===== config.mk =====
export PLATFORM = sky130hd
export DESIGN_NAME = jtag_host_seq_flat
export DESIGN_NICKNAME = d
export VERILOG_FILES = /design/src/rtl/jtag_pkg.sv /design/src/rtl/jtag_host_seq_if.sv /design/src/rtl/tap_shadow.sv /design/src/rtl/jtag_host_seq.sv /design/src/flat_wrapper.sv
export SDC_FILE = /design/constraint.sdc
export NUM_CORES = 1
export LEC_CHECK = 0
export CAP_MARGIN = 15
export CORE_UTILIZATION = 25
export DETAILED_ROUTE_END_ITERATION = 10
export PLACE_DENSITY = 0.54
export SETUP_SLACK_MARGIN = 0.5
export SYNTH_ARGS = -nofsm -noshare
export SYNTH_HDL_FRONTEND = slang
export SYNTH_HIERARCHICAL = 1
export SYNTH_SLANG_ARGS = --single-unit

===== constraint.sdc =====
create_clock -name tck -period 3.5 [get_ports tck]
set_input_delay 0.35 -clock tck [delete_from_list [all_inputs] [get_ports tck]]
set_output_delay 0.35 -clock tck [all_outputs]
set_load 0.02 [all_outputs]

===== src/rtl/jtag_pkg.sv =====
// Shared JTAG definitions: TAP state encoding, command opcodes, sequencer states
// and the TAP next-state function used by the shadow and the sequencer.
package jtag_pkg;

    localparam int unsigned MAX_LEN   = 32;
    localparam int unsigned LEN_W     = 6;
    localparam int unsigned IDX_W     = 5;
    localparam int unsigned RESET_LEN = 5;

    typedef enum logic [3:0] {
        TAP_EX2DR = 4'h0,
        TAP_EX1DR = 4'h1,
        TAP_SHDR  = 4'h2,
        TAP_PAUDR = 4'h3,
        TAP_SELIR = 4'h4,
        TAP_UPDDR = 4'h5,
        TAP_CAPDR = 4'h6,
        TAP_SELDR = 4'h7,
        TAP_EX2IR = 4'h8,
        TAP_EX1IR = 4'h9,
        TAP_SHIR  = 4'hA,
        TAP_PAUIR = 4'hB,
        TAP_RTI   = 4'hC,
        TAP_UPDIR = 4'hD,
        TAP_CAPIR = 4'hE,
        TAP_TLR   = 4'hF
    } tap_state_e;

    typedef enum logic [1:0] {
        OP_RESET = 2'd0,
        OP_IR    = 2'd1,
        OP_DR    = 2'd2,
        OP_IDLE  = 2'd3
    } cmd_op_e;

    typedef enum logic [2:0] {
        SEQ_IDLE  = 3'd0,
        SEQ_PRE   = 3'd1,
        SEQ_NAV   = 3'd2,
        SEQ_SHIFT = 3'd3,
        SEQ_POST  = 3'd4,
        SEQ_WAIT  = 3'd5
    } seq_state_e;

    // IEEE 1149.1 TAP transition function
    function automatic tap_state_e tap_next(input tap_state_e s, input logic tms);
        tap_state_e n;
        case (s)
            TAP_TLR:   n = tms ? TAP_TLR   : TAP_RTI;
            TAP_RTI:   n = tms ? TAP_SELDR : TAP_RTI;
            TAP_SELDR: n = tms ? TAP_SELIR : TAP_CAPDR;
            TAP_CAPDR: n = tms ? TAP_EX1DR : TAP_SHDR;
            TAP_SHDR:  n = tms ? TAP_EX1DR : TAP_SHDR;
            TAP_EX1DR: n = tms ? TAP_UPDDR : TAP_PAUDR;
            TAP_PAUDR: n = tms ? TAP_EX2DR : TAP_PAUDR;
            TAP_EX2DR: n = tms ? TAP_UPDDR : TAP_SHDR;
            TAP_UPDDR: n = tms ? TAP_SELDR : TAP_RTI;
            TAP_SELIR: n = tms ? TAP_TLR   : TAP_CAPIR;
            TAP_CAPIR: n = tms ? TAP_EX1IR : TAP_SHIR;
            TAP_SHIR:  n = tms ? TAP_EX1IR : TAP_SHIR;
            TAP_EX1IR: n = tms ? TAP_UPDIR : TAP_PAUIR;
            TAP_PAUIR: n = tms ? TAP_EX2IR : TAP_PAUIR;
            TAP_EX2IR: n = tms ? TAP_UPDIR : TAP_SHIR;
            TAP_UPDIR: n = tms ? TAP_SELDR : TAP_RTI;
            default:   n = TAP_TLR;
        endcase
        return n;
    endfunction

    function automatic logic is_shift(input tap_state_e s);
        return (s == TAP_SHIR) || (s == TAP_SHDR);
    endfunction

    function automatic logic is_exit1(input tap_state_e s);
        return (s == TAP_EX1IR) || (s == TAP_EX1DR);
    endfunction

    // Zero means one bit; anything beyond the scan width saturates
    function automatic logic [LEN_W-1:0] clamp_len(input logic [LEN_W-1:0] len);
        logic [LEN_W-1:0] r;
        if (len == '0) begin
            r = LEN_W'(1);
        end else if (len > LEN_W'(MAX_LEN)) begin
            r = LEN_W'(MAX_LEN);
        end else begin
            r = len;
        end
        return r;
    endfunction

endpackage


===== src/rtl/jtag_host_seq_if.sv =====
// Command/response handshake between the test/config master and the JTAG sequencer.
interface jtag_host_seq_if;

    logic                            cmd_valid;
    logic                            cmd_ready;
    logic [1:0]                      cmd_op;
    logic [jtag_pkg::LEN_W-1:0]      cmd_len;
    logic [jtag_pkg::MAX_LEN-1:0]    cmd_data;
    logic                            rsp_valid;
    logic [jtag_pkg::MAX_LEN-1:0]    rsp_data;

    modport master (
        output cmd_valid, cmd_op, cmd_len, cmd_data,
        input  cmd_ready, rsp_valid, rsp_data
    );

    modport slave (
        input  cmd_valid, cmd_op, cmd_len, cmd_data,
        output cmd_ready, rsp_valid, rsp_data
    );

endinterface


===== src/rtl/tap_shadow.sv =====
// Shadow copy of the target TAP controller state, advanced by the tms we drive.
module tap_shadow
    import jtag_pkg::*;
(
    input  logic       tck_i,
    input  logic       por_i,
    input  logic       tms_i,
    output tap_state_e state_o
);

    tap_state_e state_q;
    tap_state_e state_d;

    always_comb begin
        state_d = tap_next(state_q, tms_i);
    end

    always_ff @(posedge tck_i) begin
        if (por_i) begin
            state_q <= TAP_TLR;
        end else begin
            state_q <= state_d;
        end
    end

    assign state_o = state_q;

endmodule


===== src/rtl/jtag_host_seq.sv =====
// Host-side JTAG sequencer: walks the target TAP through reset, IR/DR scans and
// idle cycles, one command at a time, collecting tdo during the shift window.
module jtag_host_seq
    import jtag_pkg::*;
(
    input  logic                tck,
    input  logic                por,
    jtag_host_seq_if.slave      cmd,
    output logic                tms,
    output logic                tdi,
    input  logic                tdo,
    output logic [3:0]          tap_state,
    output logic                busy
);

    seq_state_e         st_q;
    cmd_op_e            op_q;
    logic [LEN_W-1:0]   nlen_q;
    logic [LEN_W-1:0]   cnt_q;
    logic [MAX_LEN-1:0] sr_q;
    logic [MAX_LEN-1:0] cap_q;
    logic [MAX_LEN-1:0] rsp_data_q;
    logic               rsp_valid_q;
    logic               tms_q;
    logic               tdi_q;
    logic               busy_q;
    logic               rdy_q;

    tap_state_e         shadow;
    tap_state_e         shadow_nx;
    cmd_op_e            cmd_op_in;

    tap_shadow u_shadow (
        .tck_i   (tck),
        .por_i   (por),
        .tms_i   (tms_q),
        .state_o (shadow)
    );

    // State the target enters on the coming edge; tms/tdi are chosen for it
    always_comb begin
        shadow_nx = tap_next(shadow, tms_q);
        cmd_op_in = cmd_op_e'(cmd.cmd_op);
    end

    always_ff @(posedge tck) begin
        if (por) begin
            st_q        <= SEQ_IDLE;
            op_q        <= OP_RESET;
            nlen_q      <= LEN_W'(1);
            cnt_q       <= '0;
            sr_q        <= '0;
            cap_q       <= '0;
            rsp_data_q  <= '0;
            rsp_valid_q <= 1'b0;
            tms_q       <= 1'b1;
            tdi_q       <= 1'b0;
            busy_q      <= 1'b0;
            rdy_q       <= 1'b1;
        end else begin
            rsp_valid_q <= 1'b0;
            tdi_q       <= 1'b0;
            case (st_q)
                SEQ_IDLE: begin
                    // Park: hold TLR with tms=1, hold RTI with tms=0
                    tms_q <= (shadow_nx == TAP_TLR);
                    if (cmd.cmd_valid && rdy_q) begin
                        op_q   <= cmd_op_in;
                        nlen_q <= clamp_len(cmd.cmd_len);
                        sr_q   <= cmd.cmd_data;
                        cap_q  <= '0;
                        cnt_q  <= LEN_W'(1);
                        busy_q <= 1'b1;
                        rdy_q  <= 1'b0;
                        if (cmd_op_in == OP_RESET) begin
                            st_q  <= SEQ_NAV;
                            tms_q <= 1'b1;
                        end else if (shadow_nx == TAP_TLR) begin
                            st_q  <= SEQ_PRE;
                            tms_q <= 1'b0;
                        end else if (cmd_op_in == OP_IDLE) begin
                            st_q  <= SEQ_WAIT;
                            tms_q <= 1'b0;
                        end else begin
                            st_q  <= SEQ_NAV;
                            tms_q <= 1'b1;
                        end
                    end
                end

                SEQ_PRE: begin
                    cnt_q <= LEN_W'(1);
                    if (op_q == OP_IDLE) begin
                        st_q  <= SEQ_WAIT;
                        tms_q <= 1'b0;
                    end else begin
                        st_q  <= SEQ_NAV;
                        tms_q <= 1'b1;
                    end
                end

                SEQ_WAIT: begin
                    if (cnt_q == nlen_q) begin
                        st_q        <= SEQ_IDLE;
                        busy_q      <= 1'b0;
                        rdy_q       <= 1'b1;
                        rsp_valid_q <= 1'b1;
                        rsp_data_q  <= '0;
                        tms_q       <= 1'b0;
                    end else begin
                        cnt_q <= cnt_q + LEN_W'(1);
                        tms_q <= 1'b0;
                    end
                end

                SEQ_NAV: begin
                    if (op_q == OP_RESET) begin
                        if (cnt_q == LEN_W'(RESET_LEN)) begin
                            st_q  <= SEQ_POST;
                            tms_q <= 1'b0;
                        end else begin
                            cnt_q <= cnt_q + LEN_W'(1);
                            tms_q <= 1'b1;
                        end
                    end else if (is_shift(shadow_nx)) begin
                        st_q  <= SEQ_SHIFT;
                        cnt_q <= '0;
                        tms_q <= (nlen_q == LEN_W'(1));
                        tdi_q <= sr_q[0];
                        sr_q  <= sr_q >> 1;
                    end else begin
                        // SelDR -> SelIR only for IR scans; Capture -> Shift always
                        tms_q <= (shadow_nx == TAP_SELDR) && (op_q == OP_IR);
                    end
                end

                SEQ_SHIFT: begin
                    cap_q[cnt_q[IDX_W-1:0]] <= tdo;
                    if (cnt_q == nlen_q - LEN_W'(1)) begin
                        st_q  <= SEQ_POST;
                        tms_q <= 1'b1;
                    end else begin
                        cnt_q <= cnt_q + LEN_W'(1);
                        tdi_q <= sr_q[0];
                        sr_q  <= sr_q >> 1;
                        tms_q <= (cnt_q + LEN_W'(2) == nlen_q);
                    end
                end

                SEQ_POST: begin
                    if (shadow_nx == TAP_RTI) begin
                        st_q        <= SEQ_IDLE;
                        busy_q      <= 1'b0;
                        rdy_q       <= 1'b1;
                        rsp_valid_q <= 1'b1;
                        rsp_data_q  <= (op_q == OP_RESET) ? '0 : cap_q;
                        tms_q       <= 1'b0;
                    end else begin
                        tms_q <= is_exit1(shadow_nx);
                    end
                end

                default: begin
                    st_q <= SEQ_IDLE;
                end
            endcase
        end
    end

    assign tms           = tms_q;
    assign tdi           = tdi_q;
    assign busy          = busy_q;
    assign tap_state     = shadow;
    assign cmd.cmd_ready = rdy_q;
    assign cmd.rsp_valid = rsp_valid_q;
    assign cmd.rsp_data  = rsp_data_q;

endmodule

===== src/flat_wrapper.sv =====
// flat-port wrapper written by rule: the top's interface ports become plain ports
module jtag_host_seq_flat import jtag_pkg::*;
  (tck, por, tms, tdi, tdo, tap_state, busy, cmd_cmd_valid, cmd_cmd_op, cmd_cmd_len, cmd_cmd_data, cmd_cmd_ready, cmd_rsp_valid, cmd_rsp_data);
  jtag_host_seq_if cmd_i ();
  input  logic tck;
  input  logic por;
  output logic tms;
  output logic tdi;
  input  logic tdo;
  output logic [3:0] tap_state;
  output logic busy;
  input wire logic [$bits(cmd_i.cmd_valid)-1:0] cmd_cmd_valid;
  input wire logic [$bits(cmd_i.cmd_op)-1:0] cmd_cmd_op;
  input wire logic [$bits(cmd_i.cmd_len)-1:0] cmd_cmd_len;
  input wire logic [$bits(cmd_i.cmd_data)-1:0] cmd_cmd_data;
  output wire logic [$bits(cmd_i.cmd_ready)-1:0] cmd_cmd_ready;
  output wire logic [$bits(cmd_i.rsp_valid)-1:0] cmd_rsp_valid;
  output wire logic [$bits(cmd_i.rsp_data)-1:0] cmd_rsp_data;
  assign cmd_i.cmd_valid = cmd_cmd_valid;
  assign cmd_i.cmd_op = cmd_cmd_op;
  assign cmd_i.cmd_len = cmd_cmd_len;
  assign cmd_i.cmd_data = cmd_cmd_data;
  assign cmd_cmd_ready = cmd_i.cmd_ready;
  assign cmd_rsp_valid = cmd_i.rsp_valid;
  assign cmd_rsp_data = cmd_i.rsp_data;
  jtag_host_seq u_core (.tck(tck), .por(por), .cmd(cmd_i), .tms(tms), .tdi(tdi), .tdo(tdo), .tap_state(tap_state), .busy(busy));
endmodule

Yosys cells after proc, flatten, opt, wreduce, memory -nomap -nowiden
Cells that the tools add are included.

cells by class
  $add $sub $neg = 3
  order comparisons = 3
  eq/ne operators = 46
  mux-type cells = 74
  reduce and logical (&&, ||, !) cells = 26

operator list
  operator                                                                 count
  32-bit two-way mux                                                       8
  32-bit one-hot mux with 2 select lines                                   2
  32-bit one-hot mux with 3 select lines                                   1
  4-bit == test, second input constant                                     12
  6-bit two-way mux                                                        8
  4-bit one-hot mux with 12 select lines                                   1
  3-bit two-way mux                                                        15
  32-bit bitwise mux                                                       1
  6-bit one-hot mux with 5 select lines                                    1
  1-bit two-way mux                                                        23
  4-bit by 3-bit == test with 1-bit output, second input constant          5
  6-bit == test                                                            3
  3-bit one-hot mux with 6 select lines                                    1
  4-bit by 2-bit == test with 1-bit output, second input constant          3
  2-bit two-way mux                                                        6
  6-bit AND reduction                                                      2
  2-bit by 1-bit inequality test with 1-bit output, second input constant  5
  4-bit by 1-bit == test with 1-bit output, second input constant          2
  6-bit by 1-bit adder with 6-bit output, second input constant            1
  6-bit by 2-bit adder with 6-bit output, second input constant            1
  3-bit by 2-bit == test with 1-bit output, second input constant          2
  3-bit == test, second input constant                                     2
  6-bit by 1-bit == test with 1-bit output, second input constant          1
  6-bit by 3-bit == test with 1-bit output, second input constant          1
  31 further kinds                                                         45

word-level totals
  bits in registers = 122
  bits of input ports = 44
  output and inout port bits = 41
  word-level logic and storage cells = 165

Longest topological paths before layout
Gate-level depths: netlist (run 1).

  depth after elaboration = 8
  gate-level depth with buffers = 11
  gate-level depth less buffers = 8

Modules after synthesis
Netlist (run 1), hierarchy kept.

modules (own cells, without submodules)
  module         times used  cells each  area each (um^2)  sequential area each (um^2)
  jtag_host_seq  1           724         5979.5            2362.3
  tap_shadow     1           24          192.7             80.1

Least setup slack after synthesis (run 1)
OpenSTA, ideal clock, no wires.

  path kind = register to register
  start = reg u_core.nlen_q[2]
  end = reg u_core.sr_q[10]
  arrival time = 2444 ps
  required time = 3419 ps
  slack = 975 ps
  stages on the path, launching flop included = 11
  path buffers = 4
  cell sequence = dfxtp_1 -> buf_6 -> or3_1 -> or3_1 -> and2_1 -> o41a_1 -> buf_2 -> or2_1 -> buf_6 -> buf_6 -> a211oi_2

on the way
  word-level cells in the longest chain between the ends = 4

RTL lines
  element                                      line                  source
  start, declared                              jtag_host_seq.sv:18   logic [LEN_W-1:0] nlen_q;
  start signal, assigned                       jtag_host_seq.sv:69   nlen_q <= clamp_len(cmd.cmd_len);
  6-bit by 1-bit subtractor with 6-bit output  jtag_host_seq.sv:139  if (cnt_q == nlen_q - LEN_W'(1)) begin
  6-bit == test                                jtag_host_seq.sv:139
  2-bit inequality test (no line)              n/a
  5-bit AND reduction (no line)                n/a
  end signal, assigned                         jtag_host_seq.sv:70   sr_q <= cmd.cmd_data;
  end signal, assigned                         jtag_host_seq.sv:130  sr_q <= sr_q >> 1;
  end signal, assigned                         jtag_host_seq.sv:145  sr_q <= sr_q >> 1;
  end, declared                                jtag_host_seq.sv:20   logic [MAX_LEN-1:0] sr_q;

No other way between the ends.
A chain may end at the register's enable or synchronous reset.

Worst setup path in the final report (run 1)
  start = reg u_core.nlen_q[0]
  end = reg u_core.sr_q[4]

Same word-level chain as after synthesis.

==> results_dict.tcl, run 1 <==
set metrics [dict create \
    status "completed" \
    drtAntennaViolNets 0 \
    synth_seq_cells 122 \
    cts_sinks 122 \
    worst_setup_path_end_kind "flop" \
    use_met2 0.204 \
    routed_via_density 4.83 \
    cts_root_buf "clkbuf_16" \
    avgSynthCellArea_sq_um 8.25 \
    num_rows 57 \
    min_path_type "input port to flop" \
    timing.setup.tns_ns 0 \
    io_pins 85 \
    grt_max_degree 61 \
    tightest_slew_ns 0.900 \
    h-tree-depth 4 \
    crit_arrival_ns 2.94 \
    hold_violations 0 \
    cp_max_fo 25 \
    drt_iter0_markers 325 \
    synth_top_area_frac 0.396 \
    fillCellCount 2569 \
    final_max_slew_viol_count 0 \
    dpl.hpwl_mm 11.2 \
    powerDensity_nw_per_um2 705 \
    leakage_uw 0.00267 \
    rsz0062_at_grt "no" \
    critical_path_class "flop to flop" \
    yosysWarnings 6 \
    cp_slowest_cell "dfxtp_1" \
    period_share 0.746 \
    hold_buffers 0 \
    dr_total_vias 5502 \
    crit_chain "inv_1 > ha_1 > nand2b_1 > o211a_1 > o31a_1 > o41a_1 > or2_1 > buf_12 > a211oi_2" \
    slowest_delay_ns 0.47 \
    grt.total_usage 0.135 \
    ir_worst_vdd_mv 0.356 \
    portBuffers 84 \
    antenna_found_initial 0 \
    setup_violations 0 \
    num_antenna_cells 0 \
    skew_ns 0.0101 \
    crit_family "compound AO/OA/AOI/OAI gates" \
    final_nets 852 \
    clockBufferDepth 2 \
    use_met1 0.186 \
    ys_async_sr_fraction 0 \
    drive_above_1_share 0.111 \
    numCtsBuffers 17 \
    cap_violations 0 \
    critPathBufInv 2 \
    fin_crit_ns 2.61 \
    coreArea_sq_um 24200 \
    stdcell_count 1138 \
    grt_pass1_vias 5247 \
    slew-limit-headroom 0.399 \
    synth_edf_count 0 \
    cp-start-kind "flop" \
    die-area_sq_um 25300 \
    wl_per_cell_um 14.9 \
    use_met3 0.0370 \
    netlist_area_sq_um 6170 \
    grt_pass1_wl_mm 27.9 \
    start_util 0.255 \
    critical_path_required_ns 3.83 \
    grt-busiest-layer "met2" \
    finalPower_uw 5570 \
    cts_resized 0 \
    route.detailed.drc 0 \
    synth_cells 748 \
    yosysSeqAreaShare 0.396 \
    die_w_um 159 \
    gp_congestion 0.839 \
    fmax_mhz 383 \
    synth_cell_types 51 \
    die_h_um 159 \
    synth_fp_nets 799 \
    synthTopCellsByArea "dfxtp_1 (40%), a21oi_1 (7.4%), o21ai_0 (6.6%)" \
    clk_latency_ns 0.42 \
    routed_wl_mm 17.0 \
    clkTransAtPathRegs_ns 0.06 \
    synth_top_area_cell "dfxtp_1" \
    syn2layout_area_growth_pct 28.0 \
    drtPass1Iterations 5 \
    dpl.cell_count 1106 \
    cts_tree "done" \
    post-cts-setup-buffer-count 0 \
    grt_overflow 0 \
    synth_flop_cell "dfxtp_1" \
]
==> worst reg2reg max path, cell delays in order (launching register included) <==
cell      delay [ns]
dfxtp_1         0.47
inv_1           0.08
ha_1            0.24
nand2b_1        0.17
o211a_1         0.16
o31a_1          0.28
o41a_1          0.46
or2_1           0.29
buf_12          0.19
a211oi_2        0.20
==> cell type report <==
class	count	area, sq um	area share
Clock buffer	23	498	0.0631
Clock inverter	9	88.8	0.0112
Inverter	11	41.3	0.00523
Multi-Input combinational cell	548	3430	0.434
Sequential cell	122	2440	0.309
Tap cell	324	405	0.0513
Timing Repair Buffer	101	991	0.125
==> power breakdown <==
part,internal (uW),switching [uW],total (uW)
Sequential,1630,243,1870
Clock,1070,653,1720
Combinational,809,1170,1970
==> metal layers <==
layer,vias to the layer above,wire [um]
li1,2798,-
met1,2562,8300
met2,124,7550
met3,18,938
met4,0,223
met5,-,0
==> metrics by stage <==
step | instance area (sq um) | utilization | hold WS [ns] | worst slack [ns]
final | 7900 | 0.326 | 0.443 | 0.889
after global routing | 7900 | 0.326 | 0.487 | 0.711
after CTS | 7900 | 0.326 | 0.456 | 0.875
after detailed placement | 7310 | 0.301 | 0.457 | 0.723
after global placement | 7310 | 0.301 | 0.456 | 0.828
after floorplan | 6170 | - | 0.437 | 0.975
==> Yosys cell counts (3+ instances only) <==
| cell | n |
|---|---|
| and2_1 | 3 |
| ha_1 | 7 |
| nand2b_1 | 42 |
| buf_1 | 7 |
| nand2_1 | 59 |
| inv_1 | 11 |
| or3_1 | 9 |
| mux2i_1 | 34 |
| a211oi_1 | 3 |
| nand3b_1 | 9 |
| dfxtp_1 | 122 |
| nor2_1 | 20 |
| a21oi_1 | 91 |
| xnor2_1 | 6 |
| nor3_1 | 39 |
| nor4_1 | 3 |
| nor3b_1 | 5 |
| a211oi_2 | 30 |
| a31oi_1 | 4 |
| or2_2 | 4 |
| and3_1 | 6 |
| o32ai_1 | 3 |
| buf_6 | 5 |
| nand4_1 | 7 |
| clkbuf_1 | 54 |
| o31ai_1 | 6 |
| nand3_1 | 44 |
| xor2_1 | 5 |
| o211ai_1 | 4 |
| o21ai_0 | 81 |
==> layout by cell type, fill, tap and decap left out, types with 6 or more instances in the layout <==
master,instances
clkbuf_16,17
nand3_1,44
inv_1,11
nand2b_1,42
nand4_1,7
nor2_1,20
nor3_1,39
buf_4,16
nand3b_1,9
o21ai_0,81
a21oi_1,90
nand2_1,59
a211oi_2,30
or3_1,9
mux2i_1,34
dfxtp_1,121
xnor2_1,6
clkinvlp_4,6
clkdlybuf4s50_1,83
and3_1,6
ha_1,7
==> worst paths after layout <==
| check | from | endpoint | slack [ns] | cells after the start |
|---|---|---|---|---|
| hold reg to reg | u_core/sr_q[0] | u_core/tdi | 0.47 | 1 |
| setup reg to reg | u_core/nlen_q[0] | u_core/sr_q[4] | 0.89 | 9 |
| hold / removal | por | u_core/cmd.rsp_valid | 0.44 | 2 |
| setup / recovery | u_core/nlen_q[0] | u_core/sr_q[4] | 0.89 | 9 |
==> state kept, by name, summed over array words and instances (netlist names) <==
name and count:
u_core/tms 1, u_core/u_shadow/state_o 4, u_core/cmd.rsp_data 32, u_core/sr_q 32, u_core/busy 1, u_core/tdi 1, u_core/cap_q 32, u_core/st_q 3
u_core/cmd.rsp_valid 1, u_core/op_q 2, u_core/cmd.cmd_ready 1, u_core/cnt_q 6, u_core/nlen_q 6
==> cell families after synthesis <==
| family | synth area share |
|---|---|
| fa+ha+maj | 0.0174 |
| flops | 0.396 |
| xor+xnor | 0.0156 |
| compound gates | 0.242 |
| simple gates | 0.220 |
| buf+inv | 0.0537 |
| mux | 0.0551 |
Note: power is estimated with default switching activity, not from simulation.
==> run 2: changes to the inputs <==
clock period = 2.5 ns   (was 3.5 ns; I/O delays follow)
==> run 2 against run 1 <==
Hold slack worse by 0.20 ns. Worst setup slack got worse by 0.73 ns. Final area up 11%. Clock skew grew 0.00067 ns. Count of clock-buffer cells in the layout is 4 lower. Cell count increased by 3.7%. Wire length increased by 8.2%. Utilization grew 3.6 points. Total power rose by 57%. Register-to-register slack worse by 0.73 ns. Critical path depth decreased by 2. Critical endpoint is now u_core/sr_q[1].
==> results_dict.tcl, run 2 (same netlist as run 1, synthesis figures left out) <==
set metrics [dict create \
    finish.utilization 0.362 \
    setup_violations 0 \
    status "completed" \
    slew-limit-headroom 0.609 \
    drtPass1Iterations 6 \
    cts_tree "done" \
    cp_max_fo 8 \
    worst_setup_path_end_kind "flop" \
    drt_iter0_markers 341 \
    routed_wl_mm 18.4 \
    die_h_um 159 \
    timing.setup.tns_ns 0 \
    worst_r2r_endpoint "u_core/sr_q[1]" \
    coreArea_sq_um 24200 \
    fmax_mhz 428 \
    hold-path-endpoint "u_core/cnt_q[5]" \
    layout_commonest_cell "dfxtp_1" \
    drtAntennaViolNets 0 \
    drive_above_1_share 0.239 \
    cp_slowest_cell "or3_4" \
    routed_via_density 4.94 \
    period_share 0.935 \
    final_max_slew_viol_count 0 \
    cp-start-kind "flop" \
    num_rows 57 \
    skew_ns 0.0108 \
    min_path_type "input port to flop" \
    grt_overflow 0 \
    crit_family "simple AND/OR/NAND/NOR gates" \
    dr_total_vias 5828 \
    crit_arrival_ns 2.67 \
    grt_max_degree 61 \
    critical_path_required_ns 2.84 \
    leakage_uw 0.00305 \
    portBuffers 84 \
    cap_violations 0 \
    die_w_um 159 \
    h-tree-depth 4 \
    r2r_start "u_core/nlen_q[2]" \
    route.detailed.drc 0 \
    cts_root_buf "clkbuf_16" \
    fillCellCount 2471 \
    layout_common_cells "dfxtp_1 (111), a21oi_1 (89), clkdlybuf4s50_1 (83)" \
    hold_start "por" \
    cp_common_cell "or3_4" \
    slowest_delay_ns 0.39 \
    rsz0062_at_grt "yes" \
    reg2reg_depth 7 \
    clkTransAtPathRegs_ns 0.06 \
    hold_depth 2 \
    start_util 0.255 \
    numCtsBuffers 17 \
    dpl.hpwl_mm 11.4 \
    final_nets 894 \
    startpoint "u_core/nlen_q[2]" \
    critical_path_class "flop to flop" \
    crit_chain "or3_4 > or3_4 > and2_4 > o41a_1 > or2_4 > buf_12 > a211oi_2" \
    clockBufferDepth 2 \
    grt.total_usage 0.145 \
    syn2layout_area_growth_pct 42.3 \
    ir_worst_vdd_mv 0.513 \
    io_pins 85 \
    tightest_slew_ns 0.581 \
    grt_pass1_vias 5661 \
    num_antenna_cells 0 \
    clk_latency_ns 0.42 \
    die-area_sq_um 25300 \
    fin_crit_ns 2.34 \
    hold_violations 0 \
    wl_per_cell_um 15.6 \
    cts_sinks 122 \
    critPathBufInv 1 \
    grt_pass1_wl_mm 29.9 \
    r2r_setup_slack_ns 0.16 \
    antenna_found_initial 0 \
    gp_congestion 0.846 \
    powerDensity_nw_per_um2 996 \
]
run 2: how the worst max path moves through the flow:
stage | endpoint | slack (ns) | cells past startpoint
2_1_floorplan | u_core/sr_q[10] | 0.08 | 10
3_3_place_gp | u_core/sr_q[6] | 0.18 | 9
3_5_place_dp | u_core/sr_q[1] | 0.10 | 9
4_1_cts | u_core/sr_q[1] | 0.22 | 9
5_1_grt | u_core/sr_q[4] | 0.12 | 7
6_report | u_core/sr_q[1] | 0.16 | 7
run 2: metal layers:
metal | global-route usage | up-vias | wire (um)
li1 | - | 2881 | -
met3 | 0.0292 | 18 | 568
met4 | 0.0507 | 0 | 229
met1 | 0.198 | 2804 | 9130
met5 | 0 | - | 0
met2 | 0.228 | 125 | 8480
run 2: report_power, final:
part	switching, uW	internal, uW	leakage, uW	total, uW
combinational	1930	1650	0.00178	3580
sequential	386	2290	0.000995	2680
clock	962	1520	0.000279	2490
run 2: what timing repair did:
| item | 4_1_cts | 5_1_grt |
|---|---|---|
| endpoints found under the setup margin | 76 | 111 |
| resized for setup | 30 | 62 |
| hold buffers | 0 | 0 |
| cloned | 5 | 2 |
| pin swaps | 7 | 12 |
| buffers inserted | 9 | 5 |
run 2: stage by stage:
stage          power (uW)  hold slack [ns]  area (sq um)  cells  setup WS (ns)
6_report             8740            0.246          8780   1180          0.163
5_1_grt              9210            0.247          8780   1180          0.118
4_1_cts              8380            0.226          8440   1173          0.219
3_5_place_dp         5580            0.459          7500   1127          0.100
3_3_place_gp         5560            0.456          7500   1127          0.180
2_1_floorplan        4700            0.350          6210    748         0.0835
run 2: layout make-up:
type                            instances  area (sq um)  area share
Multi-Input combinational cell        548          3780       0.430
Inverter                               11          41.3     0.00470
Clock inverter                         13           140      0.0160
Clock buffer                           19           453      0.0516
Sequential cell                       122          2460       0.280
Timing Repair Buffer                  143          1510       0.172
Tap cell                              324           405      0.0462
==> run 3: changes to the inputs <==
--- a/config.mk
+++ b/config.mk
@@ -14,3 +14,2 @@
 export SYNTH_HDL_FRONTEND = slang
-export SYNTH_HIERARCHICAL = 1
 export SYNTH_SLANG_ARGS = --single-unit
--- a/constraint.sdc
+++ b/constraint.sdc
@@ -3,2 +3,2 @@
 set_output_delay 0.25 -clock tck [all_outputs]
-set_load 0.02 [all_outputs]
+set_load 0.1 [all_outputs]
==> run 3 against run 2 <==
Clock skew shrank 0.0034 ns. Largest power group unchanged. Die area shrank 1.2%. Non-clock buffer count shrank 16. Critical path depth grew 1. Count of clock-buffer cells in the layout grew 1.
==> results_dict.tcl, run 3 <==
set metrics [dict create \
    synth_flop_cell "dfxtp_1" \
    syn2layout_area_growth_pct 32.3 \
    io_pins 85 \
    synth_top_area_frac 0.401 \
    ys_async_sr_fraction 0 \
    layout_commonest_cell "a21oi_1" \
    hold_ws_ns 0.209 \
    hold_depth 2 \
    clk_latency_ns 0.42 \
    drtPass1Iterations 5 \
    h-tree-depth 4 \
    final_nets 890 \
    fin_area_sq_um 8060 \
    dpl.hpwl_mm 11.3 \
    startpoint "u_core.nlen_q[1]" \
    r2r_setup_slack_ns 0.22 \
    num_rows 56 \
    placed_area_sq_um 7270 \
    drive_above_1_share 0.183 \
    setup_violations 0 \
    avgSynthCellArea_sq_um 7.93 \
    critical_path_class "flop to flop" \
    wl_met3_um 869 \
    fmax_mhz 439 \
    skew_ns 0.00737 \
    num_antenna_cells 0 \
    slew-limit-headroom 0.636 \
    routed_via_density 4.86 \
    dr_total_vias 5682 \
    dpl.cell_count 1132 \
    drt-met1-wl_mm 9.17 \
    layout_common_cells "a21oi_1 (133), dfxtp_1 (113), nand2_1 (96)" \
    synthTopCellsByArea "dfxtp_1 (40%), a21oi_1 (11%), nand2_1 (5.9%)" \
    synth_fp_nets 820 \
    top_layer_used "met4" \
    stdcell_count 1170 \
    cap_violations 0 \
    hold_violations 0 \
    clockBufferDepth 2 \
    netlist_area_sq_um 6090 \
    grt_overflow 0 \
    critical_path_required_ns 2.81 \
    grt_pass1_vias 5465 \
    antenna_found_initial 0 \
    cts_sinks 122 \
    die-area_sq_um 25000 \
    cp_max_fo 34 \
    tightest_slew_ns 0.545 \
    worst_r2r_endpoint "u_core.sr_q[5]" \
    ys_top_cells_by_count "a21oi_1 (136), dfxtp_1 (122), nand2_1 (96), clkbuf_1 (57), nor2_1 (52)" \
    clkTransAtPathRegs_ns 0.05 \
    powerDensity_nw_per_um2 1020 \
    reg2reg_depth 8 \
    gp_congestion 0.810 \
    synth_cell_types 59 \
    yosysSeqAreaShare 0.401 \
    portBuffers 84 \
    rsz0062_at_grt "yes" \
    cp-start-kind "flop" \
    leakage_uw 0.00316 \
    start_util 0.257 \
    coreArea_sq_um 23700 \
    final_max_slew_viol_count 0 \
    grt_pass1_wl_mm 29.3 \
    period_share 0.911 \
    wl_met2_mm 7.96 \
    crit_chain "buf_4 > nor3_1 > xor2_1 > or3_1 > or3_4 > buf_16 > a21oi_1 > nor2_1" \
    routed_wl_mm 18.3 \
    fin_crit_ns 2.28 \
    hold-path-endpoint "u_core.busy" \
    grt.total_usage 0.150 \
    r2r_start "u_core.nlen_q[1]" \
    worst_setup_path_end_kind "flop" \
    yosysMostFrequentCell "a21oi_1" \
    yosysWarnings 0 \
    cts_tree "done" \
    cp_slowest_cell "or3_4" \
    synth_edf_count 0 \
    status "completed" \
    route.detailed.drc 0 \
    slowest_delay_ns 0.45 \
    timing.setup.tns_ns 0 \
    grt_max_degree 96 \
    die_h_um 158 \
    hold_start "por" \
    numCtsBuffers 17 \
    synth_seq_cells 122 \
    ir_worst_vdd_mv 0.454 \
    drtAntennaViolNets 0 \
    wl_per_cell_um 15.6 \
    min_path_type "input port to flop" \
    drt_iter0_markers 382 \
    synth_top_area_cell "dfxtp_1" \
    cts_root_buf "clkbuf_16" \
    die_w_um 158 \
    synth_cells 769 \
    crit_arrival_ns 2.59 \
]
[run 3: layout make-up]
cell class / instances / area (sq um)
multi-input combinational: 565 / 3380
clock inverter: 11 / 145
timing repair buffer: 127 / 1200
fill: 2549 / 15600
inverter: 6 / 25.0
tap: 319 / 399
clock buffer: 20 / 447
sequential: 122 / 2460
[run 3: critical path, delay by kind of cell (launching register included)]
family	cells	cell delay, ns
AO/OA/AOI/OAI	1	0.16
XOR/XNOR	1	0.14
flip-flops	1	0.32
buffers and inverters	2	0.38
AND/OR/NAND/NOR	4	1.17
[run 3: logic make-up (layout without fill, tap and decap cells)]
family                     Yosys count  count (layout)  synth area share
and+or+nand+nor                    259             259             0.200
AOI/OAI and AO/OA                  254             254             0.251
DFF                                122             122             0.401
buffers and inverters               82             164            0.0602
muxes                               32              32            0.0526
xor gates and xnor gates            12              12            0.0197
adders and majority gates            8               8            0.0160
[run 3: routing by layer]
layer / vias to the layer above / global-route usage
met5: - / 0
met4: 0 / 0.0499
met3: 17 / 0.0402
met2: 105 / 0.225
met1: 2695 / 0.207
li1: 2865 / -
[run 3: worst max-delay path by stage]
stage | to | slack (ns) | cells after the start
2_1_floorplan | u_core.cnt_q[0] | 0.26 | 11
3_3_place_gp | u_core.sr_q[5] | 0.09 | 9
3_5_place_dp | u_core.sr_q[5] | 0.09 | 9
4_1_cts | u_core.sr_q[5] | 0.24 | 9
5_1_grt | u_core.sr_q[20] | 0.14 | 9
6_report | u_core.sr_q[5] | 0.22 | 8
[run 3: where the power goes]
group	total [uW]	switching, uW	internal [uW]
Clock	2510	924	1590
Sequential	2560	273	2290
Combinational	3150	1900	1240
[run 3: through the flow]
step | utilization | total power, uW | setup slack (ns)
detailed placement | 0.307 | 5650 | 0.0876
global route | 0.340 | 8700 | 0.136
finish | 0.340 | 8220 | 0.223
floorplan | - | 4830 | 0.260
CTS | 0.339 | 8280 | 0.244
global placement | 0.307 | 5630 | 0.0931
[run 3: repair_timing]
action / 4_1_cts / 5_1_grt
setup endpoints to repair: 56 / 96
gates resized for setup: 10 / 10
pin swaps: 5 / 0
setup buffers: 3 / 0
hold buffers: 0 / 0
gates cloned: 4 / 0
==> patch 1, RTL diff (settings of run 2) <==
The 6 states of `seq_state_e` get a one-hot encoding in 6 bits.
--- a/src/rtl/jtag_pkg.sv
+++ b/src/rtl/jtag_pkg.sv
@@ -33,13 +33,13 @@
         OP_IDLE  = 2'd3
     } cmd_op_e;
 
-    typedef enum logic [2:0] {
-        SEQ_IDLE  = 3'd0,
-        SEQ_PRE   = 3'd1,
-        SEQ_NAV   = 3'd2,
-        SEQ_SHIFT = 3'd3,
-        SEQ_POST  = 3'd4,
-        SEQ_WAIT  = 3'd5
+    typedef enum logic [5:0] {
+        SEQ_IDLE  = 6'b000001,
+        SEQ_PRE   = 6'b000010,
+        SEQ_NAV   = 6'b000100,
+        SEQ_SHIFT = 6'b001000,
+        SEQ_POST  = 6'b010000,
+        SEQ_WAIT  = 6'b100000
     } seq_state_e;
 
     // IEEE 1149.1 TAP transition function
Behaviour: same outputs for any inputs over 4 cycles, from zero or initial values; so few cycles prove little.
==> patch 1 against run 2 <==
  * Total power decreased by 1.2%
  * Maximum frequency increased by 7.0%
  * Die area decreased by 1.9%
  * Non-clock buffer count increased by 9
  * Combinational power decreased by 3%
  * Setup slack improved by 0.15 ns
  * First-iteration DRC count increased by 4.7%
  * Final area about the same
  * Synthesized area decreased by 1.9%
  * Clock skew decreased by 0.0011 ns
  * Sequential share of layout area increased by 1.1 points
  * Final cell count decreased by 1.4%
  * Sequential cell count increased by 3
  * Wire length increased by 0.73%
  * Critical path type unchanged
==> patch 1: results (changes against run 2) <==
Global route
  • Gr usage total: 15.1% (+0.52 points)
  • Met1 GRT Util: 19.4% (-0.40 points)
  • Met2 Track Usage GR: 24.4% (+1.7 points)
  • Number of global-route vias before repair: 5,542 (-2.1%)
  • Met3 usage: 3.37% (+0.45 points)
  • Largest net degree at the start of global routing: 71 (+16%)
  • Global-route wire length before repair: 29.3 mm (-2.1%)

Timing
  • Final Skew: 0.00965 ns (-0.00111 ns)
  • Min Tclk post-route: 2.18 ns (-0.154 ns)
  • Max-slew headroom: 60.6% (-0.35 points)
  • Hold_ws: 0.256 ns (+0.00983 ns)

Setup path
  • Reg2Reg Setup Slack: 0.32 ns (+0.15 ns)
  • Max stage delay cell, worst path: dfxtp_1
  • Critical Path AT: 2.51 ns (-0.16 ns)
  • CP startpoint: u_core/cnt_q[4]
  • Slowest stage delay, CP: 0.46 ns (+0.07 ns)
  • Worst r2r path cells: 8 (+1)

Placed design
  • DP HPWL: 11.2 mm (-1.1%)
  • RD Place Congestion: 0.824 (-2.6%)
  • Placed insts: 1,093 (-3.0%)
  • Placed Area: 7350 um^2 (-1.9%)
  • Setup WS pre-CTS: 0.0692 ns (-0.0311 ns)

Yosys
  • Cell variety after synth: 61 (+20%)
  • Syn nets: 771 (-3.5%)
  • Average size of a mapped cell: 8.41 um^2 (+1.9%)
  • Synth top cells by count: dfxtp_1 (125), a21oi_1 (113), nand2_1 (113)
  • Largest cells by area after synthesis: dfxtp_1 (41%), a21oi_1 (9.3%), nand2_1 (7.0%)
  • Register area share after synthesis: 41.3% (+1.8 points)

Layout
  • Share of layout cells above drive strength 1: 23.5% (-0.49 points)
  • Area of the multi-input gates: 3510 um^2 (-7.1%)
  • FILL cells: 2,360 (-4.5%)
  • Nets: 882 (-1.3%)

Routing
  • Overall routed net length: 18.5 mm (+0.73%)
  • Metal2 WL: 8.79 mm (+3.7%)
  • Vias per std cell: 4.99 (+0.97%)
  • DRT Pass-1 Iters: 5 (-1)
  • Metal-1 WL: 8.49 mm (-7.0%)
  • Routed wl met3: 911 um (+60%)
  • DR vias: 5,800 (-0.48%)
  • Drt initial violations: 357 (+4.7%)

Power
  • Comb power frac: 40.4% (-0.5 points)
  • Clock share of power: 28.6% (+0.2 points)
  • Int Pwr: 0.00554 W (+1.4%)
  • LEAKAGE: 3.26 nW (+7.0%)
  • Peak VDD IR: 0.000368 V (-28%)

Worst hold path
  • Worst hold endpoint: u_core/cmd.rsp_valid

Status
  • Outcome: complete, no violations

CTS
  • PostCTS Resize Cnt: 53 (+77%)
## patch 1: cell types whose count changed in the layout (fill, tap and decap cells not counted), moves of 10 or more
cell      change
a211oi_2     -31
nor2_1       +15
a22o_1       +32
dfxtp_4      +10
nand2_1      +53
o21ai_0      -33
nand3_1      -36
nand2b_1     -36
nor3_2       -26
mux2i_1      -27
a311oi_2     +30
a21oi_1      +19
## patch 1: cell type report
class                           instances  area share, %
Multi-Input combinational cell        520           40.0
Sequential cell                       125           29.1
Timing Repair Buffer                  152           19.1
Clock buffer                           17           4.85
Tap cell                              319           4.55
Clock inverter                         15           1.80
Inverter                               15          0.670
## patch 1: cells by family after synthesis
group	Yosys count	share of synthesized area [%]
DFF	125	41.3
and+or+nand+nor	229	18.6
xor gates and xnor gates	16	2.44
adders and majority gates	9	1.78
muxes	7	1.16
buffers and inverters	75	5.60
AOI/OAI and AO/OA	259	29.1
==> patch 2, RTL diff (config.mk and constraints of run 2) <==
Made on the original files. `MAX_LEN`: 32 -> 64.
--- a/src/rtl/jtag_pkg.sv
+++ b/src/rtl/jtag_pkg.sv
@@ -2,7 +2,7 @@
 // and the TAP next-state function used by the shadow and the sequencer.
 package jtag_pkg;
 
-    localparam int unsigned MAX_LEN   = 32;
+    localparam int unsigned MAX_LEN   = 64;
     localparam int unsigned LEN_W     = 6;
     localparam int unsigned IDX_W     = 5;
     localparam int unsigned RESET_LEN = 5;
Ports: changed (resized cmd_cmd_data and cmd_rsp_data); port bits go from 85 to 149. The function was not compared with the original's and may differ.
==> patch 2 against run 2 <==
  * Final area grew 25%
  * Wire length up 32%
  * Total power is 29% higher
  * Count of clock-buffer cells in the layout down 2
  * Setup slack better by 0.16 ns
  * Sequential power up 31%
  * Sequential cell count is 33 higher
  * Synthesized area grew 29%
  * Largest cell class unchanged
  * Highest routed layer unchanged
==> patch 2: results (changes against run 2) <==
Yosys
  • Compound-Gate Fraction of Synth Area: 25.3% (+1.1 points)
  • Cell variety after synth: 61 (+20%)
  • Syn nets: 1,066 (+33%)
  • Largest cells by area after synthesis: dfxtp_1 (39%), a311oi_2 (11%), nand2_1 (11%)
  • Xor/xnor share of the synthesized area: 1.32% (-0.24 points)
  • Post-synthesis mux area share: 0.504% (-5.0 points)
  • Register area share after synthesis: 39.1% (-0.51 points)
  • Synth top cells by count: nand2_1 (223), dfxtp_1 (155), a21oi_1 (115)
  • Adder-cell share of the synthesized area: 1.23% (-0.51 points)

Setup path
  • Reg2reg end: u_core/sr_q[3]
  • Critical R2R Launch: u_core/nlen_q[0]
  • Max stage delay cell, worst path: dfxtp_4
  • Reg2Reg Setup Slack: 0.32 ns (+0.16 ns)
  • Worst r2r path cells: 9 (+2)
  • Slowest stage delay, CP: 0.36 ns (-0.03 ns)
  • Critical Path AT: 2.52 ns (-0.15 ns)
  • Crit-path leading delay family: compound AO/OA/AOI/OAI gates
  • Crit path max fanout: 7 (-1)

Layout
  • Nets: 1,177 (+32%)
  • Share of layout cells above drive strength 1: 19.5% (-4.4 points)

Routing
  • Vias per std cell: 5.06 (+2.4%)
  • Drt initial violations: 629 (+84%)
  • Overall routed net length: 24.4 mm (+32%)
  • DRT Pass-1 Iters: 5 (-1)

CTS
  • Setup bufs post-CTS: 14 (+5)
  • Worst-skew pair later-pin latency: 0.44 ns (+0.02 ns)
  • PostCTS Resize Cnt: 35 (+17%)

Global route
  • Largest net degree at the start of global routing: 80 (+31%)
  • Global-route wire length before repair: 39.2 mm (+31%)
  • Number of global-route vias before repair: 7,339 (+30%)
  • Gr usage total: 14.8% (+0.23 points)

Status
  • Outcome: complete, no violations

Timing
  • Final Skew: 0.0158 ns (+0.00505 ns)
  • Transition time at the pin with the least slew margin: 0.741 ns (+0.160 ns)

Power
  • Peak VDD IR: 0.000499 V (-2.8%)
  • LEAKAGE: 4.15 nW (+36%)

Placed design
  • PortBufs: 148 (+76%)
  • DP HPWL: 14.7 mm (+29%)
  • RD Place Congestion: 0.831 (-1.9%)
  • Placed Area: 9720 um^2 (+30%)
patch 2: cell count changes in the layout (fill, tap and decap cells not counted), moves of 7 or more:
cell	delta
mux2i_1	-30
nand2_1	+165
a21oi_1	+24
nor3_2	-16
nand3b_1	-7
a211oi_2	-30
o21ai_0	-38
dlymetal6s2s_1	+20
a311oi_2	+60
nand2b_1	-29
nor3_1	+57
clkdlybuf4s50_1	+44
dfxtp_1	+30
patch 2: power groups by stage:
stage	Clock, W	Sequential, W	Combinational, W
final	0.00264	0.00352	0.00511
after CTS	0.00270	0.00350	0.00491
after floorplan	0	0.00341	0.00322
after global routing	0.00281	0.00359	0.00550
after detailed placement	0	0.00353	0.00431
after global placement	0	0.00354	0.00425
patch 2: worst max-delay path by stage:
stage,startpoint,end,slack (ns),depth (start not counted)
after floorplan,u_core/tms,u_core/sr_q[63],0.51,8
after global placement,u_core/nlen_q[1],u_core/sr_q[32],0.25,9
after detailed placement,u_core/nlen_q[0],u_core/sr_q[22],0.20,9
after CTS,u_core/nlen_q[0],u_core/sr_q[60],0.34,10
after global routing,u_core/nlen_q[2],u_core/sr_q[58],0.21,7
final,u_core/nlen_q[0],u_core/sr_q[3],0.32,9
patch 2: cell type report:
class / instances / share of cell area (%)
Clock buffer: 17 / 3.89
Clock inverter: 15 / 1.65
Inverter: 10 / 0.400
Multi-Input combinational cell: 698 / 40.2
Sequential cell: 155 / 28.5
Tap cell: 396 / 4.53
Timing Repair Buffer: 212 / 20.8
patch 2: logic make-up (layout without fill, tap and decap cells):
| group | count (synthesis) | in the layout |
|---|---|---|
| buffers and inverters | 131 | 254 |
| multiplexers | 4 | 4 |
| XOR/XNOR | 12 | 12 |
| adder cells (fa/ha/maj) | 8 | 8 |
| AND/OR/NAND/NOR | 417 | 418 |
| flip-flops | 155 | 155 |
| AO/OA/AOI/OAI | 256 | 256 |
patch 2: through the flow:
stage | power [W] | hold slack, ns | utilization, % | cells | setup WS [ns]
after floorplan | 0.00663 | 0.350 | - | 983 | 0.507
after global placement | 0.00779 | 0.441 | 31.5 | 1445 | 0.254
after detailed placement | 0.00784 | 0.443 | 31.5 | 1445 | 0.199
after CTS | 0.0111 | 0.189 | 34.7 | 1499 | 0.342
after global routing | 0.0119 | 0.197 | 35.4 | 1503 | 0.206
final | 0.0113 | 0.199 | 35.4 | 1503 | 0.322
patch 2: per-layer routing:
metal | part of all wire [%] | vias up | track usage (%)
met1 | 48 | 3617 | 19.8
li1 | - | 3709 | -
met3 | 4.0 | 43 | 2.55
met4 | 2.6 | 0 | 5.88
met5 | 0 | - | 0
met2 | 46 | 233 | 23.5
